==> config.mk <==
export PLATFORM = sky130hd
export DESIGN_NAME = alu_issue_ctrl
export DESIGN_NICKNAME = d
export VERILOG_FILES = /design/src/rtl/alu_issue_ctrl.sv
export SDC_FILE = /design/constraint.sdc
export NUM_CORES = 1
export LEC_CHECK = 0
export CAP_MARGIN = 30
export CORE_MARGIN = 3
export CORE_UTILIZATION = 51
export DETAILED_ROUTE_END_ITERATION = 7
export PLACE_DENSITY_LB_ADDON = 0.3
export SLEW_MARGIN = 25
export SYNTH_ARGS = -nofsm -noshare
export SYNTH_HDL_FRONTEND = slang
export SYNTH_SLANG_ARGS = --single-unit
==> constraint.sdc <==
create_clock -name clk -period 1.96 [get_ports clk]
set_clock_uncertainty 0.05 [all_clocks]
set_input_delay 0.392 -clock clk [delete_from_list [all_inputs] [get_ports clk]]
set_output_delay 0.392 -clock clk [all_outputs]
set_load 0.01 [all_outputs]
==> src/rtl/alu_issue_ctrl.sv <==
// alu_issue_ctrl: requester-side sequencer for alu_32b.
//   Accepts one ALU instruction at a time on a valid/ready request channel.
//   Operands come from an internal register file (r0 reads as zero) or from an
//   immediate. They are presented to alu_32b and held for ALU_LAT cycles. The
//   result/flags are then sampled, written back to r[rd] and returned on a
//   valid/ready response channel.
// Ports:
//   clk, rst_n                      clock, async active-low reset
//   req_valid/req_ready/req_*       instruction request channel
//   load_en/load_addr/load_data     direct register-file write (any state)
//   dbg_addr/dbg_data               combinational register-file read port
//   alu_a/alu_b/alu_op              operands/opcode driven to alu_32b
//   alu_result/alu_flags            alu_32b outputs
//   rsp_valid/rsp_ready/rsp_*       response channel
//   flags_q                         flags of the last legal completed op
module alu_issue_ctrl #(
    parameter int ALU_LAT = 1,
    parameter int NREGS   = 8,
    parameter int AW      = 3
) (
    input  logic          clk,
    input  logic          rst_n,
    input  logic          req_valid,
    output logic          req_ready,
    input  logic [5:0]    req_op,
    input  logic [AW-1:0] req_rd,
    input  logic [AW-1:0] req_ra,
    input  logic [AW-1:0] req_rb,
    input  logic          req_imm_en,
    input  logic [31:0]   req_imm,
    input  logic          load_en,
    input  logic [AW-1:0] load_addr,
    input  logic [31:0]   load_data,
    input  logic [AW-1:0] dbg_addr,
    output logic [31:0]   dbg_data,
    output logic [31:0]   alu_a,
    output logic [31:0]   alu_b,
    output logic [5:0]    alu_op,
    input  logic [31:0]   alu_result,
    input  logic [5:0]    alu_flags,
    output logic          rsp_valid,
    input  logic          rsp_ready,
    output logic [31:0]   rsp_result,
    output logic [5:0]    rsp_flags,
    output logic          rsp_err,
    output logic [5:0]    flags_q
);

    typedef enum logic [1:0] {IDLE, ISSUE, RESP} state_t;

    localparam int CW = (ALU_LAT > 1) ? $clog2(ALU_LAT) : 1;
    localparam logic [5:0] OP_ZEROS = 6'd15;

    state_t         state, nstate;
    logic [CW-1:0]  cnt;
    logic [AW-1:0]  rd_q;
    logic [31:0]    regs [NREGS];
    logic [31:0]    opa, opb;
    logic           accept, legal, last, wb;

    function automatic logic op_legal(input logic [5:0] op);
        return (op == 6'd0) || (op >= 6'd2 && op <= 6'd6) || (op == 6'd9) ||
               (op >= 6'd13 && op <= 6'd29);
    endfunction

    // r0 is never written, but guard the read anyway so it is zero by design.
    function automatic logic [31:0] rf_rd(input logic [AW-1:0] a);
        return (a == '0) ? 32'd0 : regs[a];
    endfunction

    assign req_ready = (state == IDLE);
    assign rsp_valid = (state == RESP);
    assign accept    = req_valid && (state == IDLE);
    assign legal     = op_legal(req_op);
    // cnt counts completed ISSUE cycles; the last one is where we sample.
    assign last      = (cnt == CW'(ALU_LAT - 1));
    assign wb        = (state == ISSUE) && last;
    assign opa       = rf_rd(req_ra);
    assign opb       = req_imm_en ? req_imm : rf_rd(req_rb);
    assign dbg_data  = rf_rd(dbg_addr);

    always_ff @(posedge clk or negedge rst_n) begin
        if (!rst_n) state <= IDLE;
        else        state <= nstate;
    end

    always_comb begin
        nstate = state;
        case (state)
            IDLE:    if (accept) nstate = legal ? ISSUE : RESP;
            ISSUE:   if (last) nstate = RESP;
            RESP:    if (rsp_ready) nstate = IDLE;
            default: nstate = IDLE;
        endcase
    end

    // Datapath / response registers.
    always_ff @(posedge clk or negedge rst_n) begin
        if (!rst_n) begin
            cnt        <= '0;
            rd_q       <= '0;
            alu_a      <= '0;
            alu_b      <= '0;
            alu_op     <= OP_ZEROS;
            rsp_result <= '0;
            rsp_flags  <= '0;
            rsp_err    <= 1'b0;
            flags_q    <= '0;
        end else begin
            if (accept) begin
                cnt <= '0;
                if (legal) begin
                    rd_q   <= req_rd;
                    alu_a  <= opa;
                    alu_b  <= opb;
                    alu_op <= req_op;
                end else begin
                    // Illegal op skips the ALU entirely and answers at once.
                    rsp_err    <= 1'b1;
                    rsp_result <= '0;
                    rsp_flags  <= '0;
                end
            end
            if (state == ISSUE && !last) cnt <= cnt + 1'b1;
            if (wb) begin
                rsp_result <= alu_result;
                rsp_flags  <= alu_flags;
                flags_q    <= alu_flags;
                rsp_err    <= 1'b0;
            end
        end
    end

    // Register file: writeback has priority over a same-cycle load.
    always_ff @(posedge clk or negedge rst_n) begin
        if (!rst_n) begin
            for (int i = 0; i < NREGS; i++) regs[i] <= '0;
        end else begin
            for (int i = 1; i < NREGS; i++) begin
                if (wb && rd_q == AW'(i))
                    regs[i] <= alu_result;
                else if (load_en && load_addr == AW'(i))
                    regs[i] <= load_data;
            end
        end
    end

endmodule

==> results.sh <==
export IMPL_crit_arrival_ns=1.76
export IMPL_max_cap_violations=0
export IMPL_ys_seq_area_share_pct=41.8
export IMPL_layout_nets=2582
export IMPL_path_class="reg2out"
export IMPL_finalSetupViolCount=32
export IMPL_ant_nets=0
export IMPL_clock_fmax_mhz=454
export IMPL_insertion_delay_ns=0.55
export IMPL_crit_family="multiplexers"
export IMPL_drive_gt1_share_pct=32.7
export IMPL_row_count=73
export IMPL_grt_pass1_wl_mm=120
export IMPL_via_count=19400
export IMPL_final_cell_count_no_fill=3007
export IMPL_grt_pass1_vias=20000
export IMPL_min_period_ns=2.20
export IMPL_cts_sinks=345
export IMPL_synth_most_common_cell="dfrtp_1"
export IMPL_cp_required_ns=1.52
export IMPL_gr_total_overflow=0
export IMPL_max_slew_margin_pct=64.2
export IMPL_placed_area_um2=26700
export IMPL_ys_ff_latch=345
export IMPL_critPathMaxStageDelay_ns=0.48
export IMPL_worst_hold_path_type="in2reg"
export IMPL_r2r_start="regs[7]$_DFFE_PN0P_"
export IMPL_synthArstFlopShare_pct=100
export IMPL_fill_cells=2741
export IMPL_ir_worst_vdd_v=0.000728
export IMPL_gr_usage_all_layers_pct=35.6
export IMPL_drtIter0Drc=2010
export IMPL_utilization_pct=71.5
export IMPL_crit_path_top_delay_cell="mux4_2"
export IMPL_routed_wirelength_mm=79.3
export IMPL_first_pass_iters=6
export IMPL_power_density_nw_per_um2=1370
export IMPL_yosys_most_used_dff="dfrtp_1"
export IMPL_via_per_inst=6.44
export IMPL_period_share_pct=112
export IMPL_cts_buffer_depth=3
export IMPL_min_from="req_op[0]"
export IMPL_synthTopCellsByCount="dfrtp_1 (341), mux2i_1 (268), a21oi_1 (171)"
export IMPL_synth_top_area_share_pct=41.2
export IMPL_cts_root_buffer="clkbuf_16"
export IMPL_crit_start="regs[62]$_DFFE_PN0P_"
export IMPL_crit_path_start_kind="register"
export IMPL_tns_ns=-5.79
export IMPL_die_w_um=207
export IMPL_grt_max_degree=66
export IMPL_synth_distinct_cells=49
export IMPL_clkTransAtPathRegs_ns=0.06
export IMPL_cts_tree="yes"
export IMPL_avgSynthCellArea_um2=10.6
export IMPL_dp_hpwl_mm=52.9
export IMPL_synth_cell_area_um2=20700
export IMPL_power_leakage_nw=13.0
export IMPL_syn2layout_area_growth_pct=37.9
export IMPL_start_util_pct=51.8
export IMPL_routabilityCongestion=0.961
export IMPL_finalHoldViolCount=0
export IMPL_pre_cts_ws_ns=-0.753
export IMPL_crit_chain="mux4_2, a21o_1, buf_2"
export IMPL_io_buffers=277
export IMPL_antenna_found_initial=1
export IMPL_synth_top_cell_by_area="dfrtp_1"
export IMPL_grt_setup_unrepaired="yes"
export IMPL_drc=0
export IMPL_dp_cells=2909
export IMPL_yosys_warnings=32
export IMPL_ios=278
export IMPL_finalInstanceArea_um2=28500
export IMPL_cts_buffers=40
export IMPL_synth_area_top_cells="dfrtp_1 (41%), mux2i_1 (13%), mux4_2 (7.8%), mux2_2 (6.7%), a21oi_1 (4.1%)"
export IMPL_violations="setup timing"
export IMPL_avgRoutedWirePerCell_um=26.4
export IMPL_fp_dieH_um=207
export IMPL_cp_num_buf_inv=1
export IMPL_synthesis_instances=1951
export IMPL_htreeDepth=2
export IMPL_synth_nets=2080
export IMPL_synth_edff_count=0
export IMPL_end_kind="output port"
export IMPL_final_max_slew_viol_count=0
export IMPL_status="finished with violations"
export IMPL_fin_ws_ns=-0.244
export IMPL_core_region_area_um2=39900
export IMPL_crit_fanout=2
export IMPL_dieArea_um2=43000
export IMPL_tightest_slew_ns=0.534
==> sequential cells by signal, summed over array words and instances (netlist names) <==
signal      cells
alu_a          32
alu_b          32
alu_op          6
cnt             1
flags_q         6
rd_q            3
regs          224
rsp_err         1
rsp_flags       6
rsp_result     32
state           2
==> per-layer routing <==
metal	up-vias	GRT usage, %	wire length (µm)
met5	-	0	0
met4	0	17.5	4690
met3	355	7.33	7950
met2	1301	58.3	37200
met1	9496	45.2	29400
li1	8219	-	-
==> power by group <==
part,total [W],internal (W),leakage [nW],switching [W]
Clock,0.00822,0.00509,0.707,0.00313
Combinational,0.0178,0.0103,8.15,0.00752
Sequential,0.0131,0.0105,4.13,0.00257
Total,0.0391,0.0259,13.0,0.0132
==> placed cells by master, fill, tap and decap left out, types with 3 or more instances in the layout <==
master,synthesis,final
buf_4,9,327
clkbuf_16,0,42
o21ai_1,4,14
a21oi_1,171,171
nand4b_1,5,5
buf_6,10,7
nand2_1,136,114
nor2b_4,0,3
dfrtp_1,341,339
dfstp_2,4,4
mux4_2,72,72
buf_12,0,59
o21ai_0,151,119
dlygate4sd2_1,0,18
o21ai_2,0,21
buf_2,87,37
a22oi_2,0,7
o31ai_2,0,3
o22ai_1,24,24
nand2b_1,10,8
clkbuf_1,86,6
a221oi_1,5,5
a211oi_1,21,20
nor2b_1,29,26
clkinv_2,0,5
a22oi_1,62,55
o31ai_1,31,26
bufinv_16,0,7
buf_8,0,3
a221o_1,7,7
dlymetal6s2s_1,0,6
mux2i_1,268,268
mux2_4,31,32
mux2_2,123,123
nand2_2,0,22
a22o_1,57,57
clkdlybuf4s50_1,0,209
clkbuf_8,0,9
nor2_1,163,163
==> path summary, 6_finish.rpt <==
check	to	slack, ns	depth (start not counted)
max	dbg_data[30]	-0.24	3
min	alu_op[0]$_DFFE_PN1P_	0.26	2
max reg2reg	alu_a[7]$_DFFE_PN0P_	0.01	8
min reg2reg	rsp_flags[2]$_DFFE_PN0P_	0.45	1
max in group asynchronous	rsp_flags[0]$_DFFE_PN0P_	0.83	3
min in group asynchronous	rsp_result[6]$_DFFE_PN0P_	0.27	2
==> cell type report <==
class	instances	area [µm²]	share of cell area, %
clock buffer	56	1170	4.11
inverter	3	11.3	0.0395
sequential	345	8640	30.3
clock inverter	14	260	0.912
multi-input combinational	1394	11400	40.1
tap	525	657	2.30
timing repair buffer	669	6340	22.2
antenna	1	2.50	0.00877
==> through the flow <==
| stage | hold WS [ns] | power (W) |
|---|---|---|
| after floorplan | 0.0464 | 0.0210 |
| after global placement | 0.269 | 0.0293 |
| after detailed placement | 0.266 | 0.0300 |
| after CTS | 0.246 | 0.0384 |
| after global routing | 0.280 | 0.0409 |
| final | 0.261 | 0.0391 |
==> repair_timing <==
item | CTS | global route
setup endpoints to repair | 133 | 47
cloned | 2 | 1
resized for setup | 242 | 36
pin swaps | 32 | 3
hold buffers | 1 | 0
endpoints found under the hold margin | 29 | 0
setup buffers | 16 | 9
==> cell families (layout without fill, tap and decap cells) <==
logic type | count (synthesis) | count (layout) | synth area share (%)
other | 0 | 1 | 0
xor gates and xnor gates | 1 | 1 | 0.0423
AOI/OAI and AO/OA | 538 | 538 | 15.9
and+or+nand+nor | 359 | 360 | 7.53
buffers and inverters | 213 | 742 | 4.93
DFF | 345 | 345 | 41.8
muxes | 495 | 495 | 29.8
Note: power is estimated with default switching activity, not from simulation.
